--- src/rtl/lzw_pkg.sv ---
// Shared types and helpers for the LZW dictionary search block.
// Holds the FSM state enum, the header-field layout and the words-per-length helper.
package lzw_pkg;

  // Header word layout: the string length sits in the low bits, everything above is zero.
  localparam int unsigned HdrLenLsb = 0;

  typedef enum logic [2:0] {
    StIdle,
    StHdr,
    StCmp,
    StSkip,
    StInsHdr,
    StInsData,
    StDone
  } lzw_state_e;

  // Number of data words that follow a header for a string of len chars.
  function automatic int unsigned nw(input int unsigned len, input int unsigned cpw);
    return (len + cpw - 1) / cpw;
  endfunction

endpackage

--- src/rtl/lzw_dict_search_if.sv ---
// Bundle of the controller-side search handshake and the dictionary RAM bus.
// master: LZW controller plus RAM model side; slave: lzw_dict_search.
// Optional probe_count signal exists only when LZW_SEARCH_STATS_EN is defined.
interface lzw_dict_search_if #(
  parameter int unsigned CHAR_W    = 8,
  parameter int unsigned MAX_CHARS = 16,
  parameter int unsigned RAM_W     = 16,
  parameter int unsigned ADDR_W    = 18,
  parameter int unsigned CODE_W    = 12,
  parameter int unsigned LEN_W     = $clog2(MAX_CHARS + 1)
);
  logic              dict_init;
  logic [ADDR_W-1:0] dict_base;
  logic [ADDR_W-1:0] dict_limit;
  logic              str_clear;
  logic              str_push;
  logic [CHAR_W-1:0] str_char;
  logic [LEN_W-1:0]  str_len;
  logic              str_full;
  logic              search_valid;
  logic              insert_on_miss;
  logic              search_ready;
  logic              result_valid;
  logic              result_found;
  logic [CODE_W-1:0] result_code;
  logic              dict_full;
  logic [ADDR_W-1:0] ram_addr;
  logic              ram_rd_en;
  logic [RAM_W-1:0]  ram_rdata;
  logic              ram_wr_en;
  logic [RAM_W-1:0]  ram_wdata;
`ifdef LZW_SEARCH_STATS_EN
  logic [ADDR_W-1:0] probe_count;

  modport master (
    output dict_init, dict_base, dict_limit, str_clear, str_push, str_char,
    output search_valid, insert_on_miss, ram_rdata,
    input  str_len, str_full, search_ready, result_valid, result_found, result_code,
    input  dict_full, ram_addr, ram_rd_en, ram_wr_en, ram_wdata, probe_count
  );
  modport slave (
    input  dict_init, dict_base, dict_limit, str_clear, str_push, str_char,
    input  search_valid, insert_on_miss, ram_rdata,
    output str_len, str_full, search_ready, result_valid, result_found, result_code,
    output dict_full, ram_addr, ram_rd_en, ram_wr_en, ram_wdata, probe_count
  );
`else
  modport master (
    output dict_init, dict_base, dict_limit, str_clear, str_push, str_char,
    output search_valid, insert_on_miss, ram_rdata,
    input  str_len, str_full, search_ready, result_valid, result_found, result_code,
    input  dict_full, ram_addr, ram_rd_en, ram_wr_en, ram_wdata
  );
  modport slave (
    input  dict_init, dict_base, dict_limit, str_clear, str_push, str_char,
    input  search_valid, insert_on_miss, ram_rdata,
    output str_len, str_full, search_ready, result_valid, result_found, result_code,
    output dict_full, ram_addr, ram_rd_en, ram_wr_en, ram_wdata
  );
`endif
endinterface

--- src/rtl/lzw_string_pack.sv ---
// Candidate-string register plus char-to-word packing.
// Ports: clk/rst_n; accept gates clear/push (only honoured while the search FSM is idle);
// len/full report the length; char0 is the first symbol; word is dictionary word word_idx
// of the packed string (char i in word i/CPW at bit (i%CPW)*CHAR_W, unused slots zero).
module lzw_string_pack #(
  parameter int unsigned CHAR_W    = 8,
  parameter int unsigned MAX_CHARS = 16,
  parameter int unsigned RAM_W     = 16,
  parameter int unsigned LEN_W     = $clog2(MAX_CHARS + 1)
) (
  input  logic              clk,
  input  logic              rst_n,
  input  logic              accept,
  input  logic              clr,
  input  logic              push,
  input  logic [CHAR_W-1:0] chr,
  output logic [LEN_W-1:0]  len,
  output logic              full,
  output logic [CHAR_W-1:0] char0,
  input  logic [LEN_W-1:0]  word_idx,
  output logic [RAM_W-1:0]  word
);
  localparam int unsigned CPW   = RAM_W / CHAR_W;
  localparam int unsigned NWMax = (MAX_CHARS + CPW - 1) / CPW;
  localparam int unsigned FlatW = NWMax * RAM_W;

  logic [MAX_CHARS-1:0][CHAR_W-1:0] chars_q, chars_d;
  logic [LEN_W-1:0]                 len_q, len_d;
  logic [FlatW-1:0]                 flat;

  always_ff @(posedge clk or negedge rst_n) begin
    if (!rst_n) begin
      chars_q <= '0;
      len_q   <= '0;
    end else begin
      chars_q <= chars_d;
      len_q   <= len_d;
    end
  end

  // Clearing zeroes every slot so padding in the last word is always 0.
  always_comb begin
    chars_d = chars_q;
    len_d   = len_q;
    if (accept) begin
      if (clr) begin
        chars_d = '0;
        len_d   = '0;
      end
      if (push && (clr || !full)) begin
        for (int i = 0; i < int'(MAX_CHARS); i++) begin
          if (int'(len_d) == i) chars_d[i] = chr;
        end
        len_d = len_d + LEN_W'(1);
      end
    end
  end

  assign len   = len_q;
  assign full  = (len_q == LEN_W'(MAX_CHARS));
  assign char0 = chars_q[0];
  assign flat  = FlatW'(chars_q);

  always_comb begin
    word = '0;
    for (int k = 0; k < int'(NWMax); k++) begin
      if (int'(word_idx) == k) word = flat[k*RAM_W +: RAM_W];
    end
  end

endmodule

--- src/rtl/lzw_dict_search.sv ---
// LZW dictionary search: walks the packed dictionary from dict_base to the insert pointer,
// returns the matching code, or appends the candidate string on a miss when asked to.
// Ports: Clk, Rst_n (async, active low); bus (lzw_dict_search_if.slave) carrying the
// dictionary control, string ops, search handshake, result and single-port RAM bus.
// Optional: define LZW_SEARCH_STATS_EN to add probe_count (headers read in last search).
module lzw_dict_search
  import lzw_pkg::*;
#(
  parameter int unsigned CHAR_W    = 8,
  parameter int unsigned MAX_CHARS = 16,
  parameter int unsigned RAM_W     = 16,
  parameter int unsigned ADDR_W    = 18,
  parameter int unsigned CODE_W    = 12,
  parameter int unsigned LEN_W     = $clog2(MAX_CHARS + 1)
) (
  input logic             Clk,
  input logic             Rst_n,
  lzw_dict_search_if.slave bus
);
  localparam int unsigned       CPW       = RAM_W / CHAR_W;
  localparam logic [CODE_W-1:0] FirstCode = CODE_W'(2 ** CHAR_W);

  lzw_state_e        state_q, state_d;
  logic [ADDR_W-1:0] addr_q, addr_d;
  logic [CODE_W-1:0] cur_code_q, cur_code_d;
  logic [ADDR_W-1:0] insert_ptr_q, insert_ptr_d;
  logic [CODE_W-1:0] next_code_q, next_code_d;
  logic              dict_full_q, dict_full_d;
  logic [LEN_W-1:0]  nw_q, nw_d;
  logic [LEN_W-1:0]  k_q, k_d;
  logic              data_q, data_d;
  logic              insert_q, insert_d;
  logic              found_q, found_d;
  logic [CODE_W-1:0] code_q, code_d;

  logic [LEN_W-1:0]  str_len;
  logic [CHAR_W-1:0] str_char0;
  logic [RAM_W-1:0]  str_word;
  logic              str_accept;
  logic [LEN_W-1:0]  hdr_len;
  logic [LEN_W-1:0]  ins_nw;
  logic [ADDR_W-1:0] ins_end;
  logic              miss;
  logic [ADDR_W-1:0] ram_addr;
  logic              ram_rd_en, ram_wr_en, result_valid;
  logic [RAM_W-1:0]  ram_wdata;

  assign str_accept = (state_q == StIdle);

  lzw_string_pack #(
    .CHAR_W    (CHAR_W),
    .MAX_CHARS (MAX_CHARS),
    .RAM_W     (RAM_W),
    .LEN_W     (LEN_W)
  ) u_pack (
    .clk      (Clk),
    .rst_n    (Rst_n),
    .accept   (str_accept),
    .clr      (bus.str_clear),
    .push     (bus.str_push),
    .chr      (bus.str_char),
    .len      (str_len),
    .full     (bus.str_full),
    .char0    (str_char0),
    .word_idx (k_q),
    .word     (str_word)
  );

  assign hdr_len = bus.ram_rdata[HdrLenLsb +: LEN_W];
  assign ins_nw  = LEN_W'(nw(32'(str_len), CPW));
  assign ins_end = insert_ptr_q + ADDR_W'(ins_nw);

  always_ff @(posedge Clk or negedge Rst_n) begin
    if (!Rst_n) begin
      state_q      <= StIdle;
      addr_q       <= '0;
      cur_code_q   <= '0;
      insert_ptr_q <= '0;
      next_code_q  <= FirstCode;
      dict_full_q  <= 1'b0;
      nw_q         <= '0;
      k_q          <= '0;
      data_q       <= 1'b0;
      insert_q     <= 1'b0;
      found_q      <= 1'b0;
      code_q       <= '0;
    end else begin
      state_q      <= state_d;
      addr_q       <= addr_d;
      cur_code_q   <= cur_code_d;
      insert_ptr_q <= insert_ptr_d;
      next_code_q  <= next_code_d;
      dict_full_q  <= dict_full_d;
      nw_q         <= nw_d;
      k_q          <= k_d;
      data_q       <= data_d;
      insert_q     <= insert_d;
      found_q      <= found_d;
      code_q       <= code_d;
    end
  end

  always_comb begin
    state_d      = state_q;
    addr_d       = addr_q;
    cur_code_d   = cur_code_q;
    insert_ptr_d = insert_ptr_q;
    next_code_d  = next_code_q;
    dict_full_d  = dict_full_q;
    nw_d         = nw_q;
    k_d          = k_q;
    data_d       = data_q;
    insert_d     = insert_q;
    found_d      = found_q;
    code_d       = code_q;
    miss         = 1'b0;
    ram_addr     = '0;
    ram_rd_en    = 1'b0;
    ram_wr_en    = 1'b0;
    ram_wdata    = '0;
    result_valid = 1'b0;

    unique case (state_q)
      StIdle: begin
        if (bus.search_valid) begin
          insert_d = bus.insert_on_miss;
          if (str_len == '0) begin
            found_d = 1'b0;
            code_d  = '0;
            state_d = StDone;
          end else if (str_len == LEN_W'(1)) begin
            // Single symbols are implicit codes and never stored.
            found_d = 1'b1;
            code_d  = CODE_W'(str_char0);
            state_d = StDone;
          end else begin
            addr_d     = bus.dict_base;
            cur_code_d = FirstCode;
            state_d    = StHdr;
          end
        end
      end
      StHdr: begin
        if (addr_q == insert_ptr_q) begin
          miss = 1'b1;
        end else begin
          ram_rd_en = 1'b1;
          ram_addr  = addr_q;
          data_d    = 1'b0;
          state_d   = StCmp;
        end
      end
      StCmp: begin
        if (!data_q) begin
          // Header word arrives; a matching length starts the pipelined data reads.
          nw_d = LEN_W'(nw(32'(hdr_len), CPW));
          if (hdr_len == '0 || hdr_len > LEN_W'(MAX_CHARS)) begin
            miss = 1'b1;
          end else if (hdr_len != str_len) begin
            state_d = StSkip;
          end else begin
            ram_rd_en = 1'b1;
            ram_addr  = addr_q + ADDR_W'(1);
            k_d       = '0;
            data_d    = 1'b1;
          end
        end else if (bus.ram_rdata != str_word) begin
          state_d = StSkip;
        end else if (k_q == nw_q - LEN_W'(1)) begin
          found_d = 1'b1;
          code_d  = cur_code_q;
          state_d = StDone;
        end else begin
          ram_rd_en = 1'b1;
          ram_addr  = addr_q + ADDR_W'(2) + ADDR_W'(k_q);
          k_d       = k_q + LEN_W'(1);
        end
      end
      StSkip: begin
        addr_d     = addr_q + ADDR_W'(1) + ADDR_W'(nw_q);
        cur_code_d = cur_code_q + CODE_W'(1);
        state_d    = StHdr;
      end
      StInsHdr: begin
        ram_wr_en = 1'b1;
        ram_addr  = insert_ptr_q;
        ram_wdata = RAM_W'(str_len) << HdrLenLsb;
        k_d       = '0;
        state_d   = StInsData;
      end
      StInsData: begin
        ram_wr_en = 1'b1;
        ram_addr  = insert_ptr_q + ADDR_W'(1) + ADDR_W'(k_q);
        ram_wdata = str_word;
        if (k_q == nw_q - LEN_W'(1)) begin
          // Pointer moves only once the whole entry is written.
          insert_ptr_d = insert_ptr_q + ADDR_W'(1) + ADDR_W'(nw_q);
          found_d      = 1'b0;
          code_d       = next_code_q;
          next_code_d  = next_code_q + CODE_W'(1);
          state_d      = StDone;
        end else begin
          k_d = k_q + LEN_W'(1);
        end
      end
      StDone: begin
        result_valid = 1'b1;
        state_d      = StIdle;
      end
      default: state_d = StIdle;
    endcase

    if (miss) begin
      found_d = 1'b0;
      state_d = StDone;
      if (!insert_q) begin
        code_d = '0;
      end else if (ins_end > bus.dict_limit || next_code_q == '1) begin
        dict_full_d = 1'b1;
        code_d      = '1;
      end else begin
        nw_d    = ins_nw;
        state_d = StInsHdr;
      end
    end

    // Init aborts whatever is in flight, including this cycle's strobes and result.
    if (bus.dict_init) begin
      state_d      = StIdle;
      insert_ptr_d = bus.dict_base;
      next_code_d  = FirstCode;
      dict_full_d  = 1'b0;
      ram_rd_en    = 1'b0;
      ram_wr_en    = 1'b0;
      result_valid = 1'b0;
    end
  end

`ifdef LZW_SEARCH_STATS_EN
  logic [ADDR_W-1:0] probe_q, probe_d;

  always_ff @(posedge Clk or negedge Rst_n) begin
    if (!Rst_n) probe_q <= '0;
    else        probe_q <= probe_d;
  end

  always_comb begin
    probe_d = probe_q;
    if (state_q == StIdle && bus.search_valid && !bus.dict_init) begin
      probe_d = '0;
    end else if (state_q == StHdr && ram_rd_en) begin
      probe_d = probe_q + ADDR_W'(1);
    end
  end

  assign bus.probe_count = probe_q;
`endif

  assign bus.str_len      = str_len;
  assign bus.search_ready = (state_q == StIdle);
  assign bus.result_valid = result_valid;
  assign bus.result_found = found_q;
  assign bus.result_code  = code_q;
  assign bus.dict_full    = dict_full_q;
  assign bus.ram_addr     = ram_addr;
  assign bus.ram_rd_en    = ram_rd_en;
  assign bus.ram_wr_en    = ram_wr_en;
  assign bus.ram_wdata    = ram_wdata;

endmodule

--- src/flat_wrapper.sv ---
// flat-port wrapper written by rule: the top's interface ports become plain ports
module lzw_dict_search_flat import lzw_pkg::*;
#(
  parameter int unsigned CHAR_W    = 8,
  parameter int unsigned MAX_CHARS = 16,
  parameter int unsigned RAM_W     = 16,
  parameter int unsigned ADDR_W    = 18,
  parameter int unsigned CODE_W    = 12,
  parameter int unsigned LEN_W     = $clog2(MAX_CHARS + 1)
)
  (Clk, Rst_n, bus_dict_init, bus_dict_base, bus_dict_limit, bus_str_clear, bus_str_push, bus_str_char, bus_search_valid, bus_insert_on_miss, bus_ram_rdata, bus_str_len, bus_str_full, bus_search_ready, bus_result_valid, bus_result_found, bus_result_code, bus_dict_full, bus_ram_addr, bus_ram_rd_en, bus_ram_wr_en, bus_ram_wdata);
  lzw_dict_search_if #(.CHAR_W(CHAR_W), .MAX_CHARS(MAX_CHARS), .RAM_W(RAM_W), .ADDR_W(ADDR_W), .CODE_W(CODE_W), .LEN_W(LEN_W)) bus_i ();
  input logic Clk;
  input logic Rst_n;
  input wire logic [$bits(bus_i.dict_init)-1:0] bus_dict_init;
  input wire logic [$bits(bus_i.dict_base)-1:0] bus_dict_base;
  input wire logic [$bits(bus_i.dict_limit)-1:0] bus_dict_limit;
  input wire logic [$bits(bus_i.str_clear)-1:0] bus_str_clear;
  input wire logic [$bits(bus_i.str_push)-1:0] bus_str_push;
  input wire logic [$bits(bus_i.str_char)-1:0] bus_str_char;
  input wire logic [$bits(bus_i.search_valid)-1:0] bus_search_valid;
  input wire logic [$bits(bus_i.insert_on_miss)-1:0] bus_insert_on_miss;
  input wire logic [$bits(bus_i.ram_rdata)-1:0] bus_ram_rdata;
  output wire logic [$bits(bus_i.str_len)-1:0] bus_str_len;
  output wire logic [$bits(bus_i.str_full)-1:0] bus_str_full;
  output wire logic [$bits(bus_i.search_ready)-1:0] bus_search_ready;
  output wire logic [$bits(bus_i.result_valid)-1:0] bus_result_valid;
  output wire logic [$bits(bus_i.result_found)-1:0] bus_result_found;
  output wire logic [$bits(bus_i.result_code)-1:0] bus_result_code;
  output wire logic [$bits(bus_i.dict_full)-1:0] bus_dict_full;
  output wire logic [$bits(bus_i.ram_addr)-1:0] bus_ram_addr;
  output wire logic [$bits(bus_i.ram_rd_en)-1:0] bus_ram_rd_en;
  output wire logic [$bits(bus_i.ram_wr_en)-1:0] bus_ram_wr_en;
  output wire logic [$bits(bus_i.ram_wdata)-1:0] bus_ram_wdata;
  assign bus_i.dict_init = bus_dict_init;
  assign bus_i.dict_base = bus_dict_base;
  assign bus_i.dict_limit = bus_dict_limit;
  assign bus_i.str_clear = bus_str_clear;
  assign bus_i.str_push = bus_str_push;
  assign bus_i.str_char = bus_str_char;
  assign bus_i.search_valid = bus_search_valid;
  assign bus_i.insert_on_miss = bus_insert_on_miss;
  assign bus_i.ram_rdata = bus_ram_rdata;
  assign bus_str_len = bus_i.str_len;
  assign bus_str_full = bus_i.str_full;
  assign bus_search_ready = bus_i.search_ready;
  assign bus_result_valid = bus_i.result_valid;
  assign bus_result_found = bus_i.result_found;
  assign bus_result_code = bus_i.result_code;
  assign bus_dict_full = bus_i.dict_full;
  assign bus_ram_addr = bus_i.ram_addr;
  assign bus_ram_rd_en = bus_i.ram_rd_en;
  assign bus_ram_wr_en = bus_i.ram_wr_en;
  assign bus_ram_wdata = bus_i.ram_wdata;
  lzw_dict_search #(.CHAR_W(CHAR_W), .MAX_CHARS(MAX_CHARS), .RAM_W(RAM_W), .ADDR_W(ADDR_W), .CODE_W(CODE_W), .LEN_W(LEN_W)) u_core (.Clk(Clk), .Rst_n(Rst_n), .bus(bus_i));
endmodule
--- config.mk ---
export PLATFORM = sky130hd
export DESIGN_NAME = lzw_dict_search_flat
export DESIGN_NICKNAME = d
export VERILOG_FILES = /design/src/rtl/lzw_pkg.sv /design/src/rtl/lzw_dict_search_if.sv /design/src/rtl/lzw_string_pack.sv /design/src/rtl/lzw_dict_search.sv /design/src/flat_wrapper.sv
export SDC_FILE = /design/constraint.sdc
export NUM_CORES = 1
export LEC_CHECK = 0
export ABC_AREA = 1
export CORE_UTILIZATION = 40
export CTS_BUF_LIST = sky130_fd_sc_hd__clkbuf_16
export CTS_CLUSTER_SIZE = 20
export DETAILED_ROUTE_END_ITERATION = 6
export MAX_ROUTING_LAYER = met4
export PLACE_DENSITY = 0.7
export SETUP_SLACK_MARGIN = 0.02
export SYNTH_ARGS = -nofsm -noshare
export SYNTH_HDL_FRONTEND = slang
export SYNTH_SLANG_ARGS = --single-unit
--- constraint.sdc ---
create_clock -name Clk -period 10.25 [get_ports Clk]
set_clock_uncertainty 0.15 [all_clocks]
set_input_delay 1.5375 -clock Clk [delete_from_list [all_inputs] [get_ports Clk]]
set_output_delay 1.5375 -clock Clk [all_outputs]
set_load 0.005 [all_outputs]
==> impl_metrics.ini <==
[yosys]
yosys.cell_types.count = 54
ys_top_cells_by_area = dfrtp_1 34%, inv_1 10%, nand2_1 10%, o22ai_1 6.2%, ha_1 5.3%
synthCells = 2274
seq_area_frac_synth = 0.345
synth_flop_cell = dfrtp_1
ys_ff_latch = 222
synthArstFlopShare = 1.00
yosysWarnings = 0
avgSynthCellArea_sq_um = 7.09
synth_top_area_cell = dfrtp_1
synth_area_sq_um = 16100
synth_top_area_frac = 0.343
synth_nets = 2414
synth_edf_count = 0

[layout]
multi_input_area_sq_um = 8470
drive_above_1_share = 0.0367
fin_area_sq_um = 18600
register_area_sq_um = 5560
diodes = 0
area.growth.synth_to_final_pct = 15.1
fin_cells = 2896
nets = 2493
fillers = 4023

[timing]
final_max_slew_viol_count = 0
timing.final.ws_setup_ns = 3.21
relSlewSlack = 0.123
hold_ws_ns = 0.362
hold_viol_final = 0
fin_crit_ns = 7.04
finalSetupTns_ns = 0
fin_crit_sh = 0.686
tightest_slew_ns = 1.28
rsz0062_at_grt = false
finalSetupViolations = 0
fmax_mhz = 142

[floorplanning]
core_area_sq_um = 39700
die_h_um = 203
die_area_sq_um = 41100
die_w_um = 203
start_util = 0.406
rows = 73
ioPinCount = 125

[clock_tree]
clkTransAtPathRegs_ns = 0.06
root_buffer = clkbuf_16
clockBufferDepth = 3
htreeDepth = 1
clk_latency_ns = 0.55
cts-buffers-inserted = 27
post_cts_buffers = 0
cts_tree = yes
numClockSinks = 222
cts_hold_buffers = 0
cts_resized = 0

[worst_setup_path]
crit_family = simple AND/OR/NAND/NOR gates
path_cells = inv_1, ha_1, inv_1, nor2_4, nand2_1, o21ai_0, inv_1, nand2_1, nand2_1, nand3b_1, nand2_1, nor2_1, nand2_1, nor2_2, nand2_2, nor2_8, nand2_2, o21ai_0, nand2_1, nand3b_1, clkdlybuf4s50_1
crit_buf_inv = 4
cpMaxStageDelayCell = nand2_1
critPathKind = reg2out
cp_max_fo = 32
worstPathArrival_ns = 5.35
end_kind = output port
max_stage_delay_ns = 0.62
cpMostUsedCell = nand2_1
cp.required_ns = 8.56
worstSetupStartpointType = register

[route]
ant_nets = 0
dr_total_vias = 15900
drc = 0
viasPerCell = 5.49
drt_iter0_markers = 1284
wl_um = 54900
avgRoutedWirePerCell_um = 19.0
first_pass_iters = 7

[run_status]
status = complete, no violations

[placed_design]
post-dp-hpwl_um = 40500
io_buffers = 124
place_inst = 2849
dp_slack_ns = 3.40
place_area_sq_um = 17700
gp_congestion = 1.00

[job]
drv_cap = 0

[min_path]
min_path_type = reg2reg

[pwr]
power_density_nw_per_um2 = 227
power_leakage_uw = 0.00851
ir_worst_vdd_v = 0.000194

[global_routing]
grt-ovfl-total = 0
grt_pass1_wl_um = 86100
groute.usage.overall = 0.273
grt_pass1_vias = 15700
antenna_found_initial = 0
grt_max_degree = 99
[cell families after synthesis]
kind of cell / share of synthesized area
buf+inv: 0.131
flops: 0.345
fa+ha+maj: 0.0590
simple gates: 0.237
xor+xnor: 0.0581
compound gates: 0.171
[flip-flops by register name, indices dropped and copies added, names as in the netlist, 3 cells and up]
register,count
u_core.u_pack.len,5
u_core.next_code_q,12
u_core.bus.result_code,12
u_core.nw_q,5
u_core.k_q,5
u_core.u_pack.chars_q,120
u_core.u_pack.char0,8
u_core.state_q,3
u_core.addr_q,18
u_core.cur_code_q,12
u_core.insert_ptr_q,18
[report_power, final]
part | leakage (uW) | internal, uW | switching (uW) | total, uW
Combinational | 0.00509 | 695 | 1380 | 2080
Sequential | 0.00299 | 1000 | 200 | 1200
Clock | 0.000431 | 551 | 386 | 937
[synthesized netlist by cell type, drive strengths merged, types with 3 or more instances]
library cell,n
inv,454
a31oi,9
xor2,87
clkbuf,51
buf,31
a22oi,8
o221ai,30
nand2,442
nor3b,4
nor4,16
dfrtp,221
o31ai,3
o21a,4
a211oi,5
a221oi,11
clkinv,3
or2,7
fa,5
o211ai,4
ha,68
nand3b,17
nor3,40
o22ai,159
nor2,172
a21oi,85
nand3,155
nand4,20
xnor2,20
o21ai,133
[stage by stage]
| step | utilization | power [uW] |
|---|---|---|
| 2_1_floorplan | - | 2530 |
| 3_3_place_gp | 0.446 | 3220 |
| 3_5_place_dp | 0.446 | 3250 |
| 4_1_cts | 0.467 | 4200 |
| 5_1_grt | 0.467 | 4480 |
| 6_report | 0.467 | 4210 |
[per-layer routing]
metal  wire length [um]  global-route usage  up-vias
li1                   -                   -     7615
met1              22500               0.326     7532
met2              26900               0.468      625
met3               3090              0.0270      140
met4               2380               0.115        0
met5                  0                   -        -
[layout by cell type, fill, tap and decap left out, drive strengths merged, types with 5 or more instances in the layout]
cell type        n
inv            460
nand2          442
dfrtp          221
nor2           172
o22ai          159
nand3          155
o21ai          133
clkdlybuf4s50  123
xor2            87
a21oi           85
ha              68
nor3            40
o221ai          30
clkbuf          27
nand4           20
xnor2           20
nand3b          17
nor4            16
a221oi          11
clkinv          11
a31oi            9
buf              9
a22oi            8
or2              7
a211oi           5
fa               5
[final cells by class]
cell class	instances	area share
multi-input cells	1513	0.456
flip-flops and latches	222	0.299
inverters	457	0.0926
repair buffers	132	0.0704
clock buffers	27	0.0364
well taps	525	0.0354
clock inverters	20	0.00950
[worst paths after layout]
kind	startpoint	end	slack [ns]	cells after the start
max	u_core.k_q[1]	bus_ram_addr[4]	3.21	21
min	u_core.cur_code_q[10]	u_core.cur_code_q[10]	0.36	1
max reg2reg	u_core.u_pack.len[0]	u_core.bus.result_code[11]	5.02	27
min reg2reg	u_core.cur_code_q[10]	u_core.cur_code_q[10]	0.36	1
max in group asynchronous	Rst_n	u_core.u_pack.chars_q[81]	7.63	2
min in group asynchronous	Rst_n	u_core.insert_ptr_q[10]	0.89	1
(Power assumes the default switching activity.)
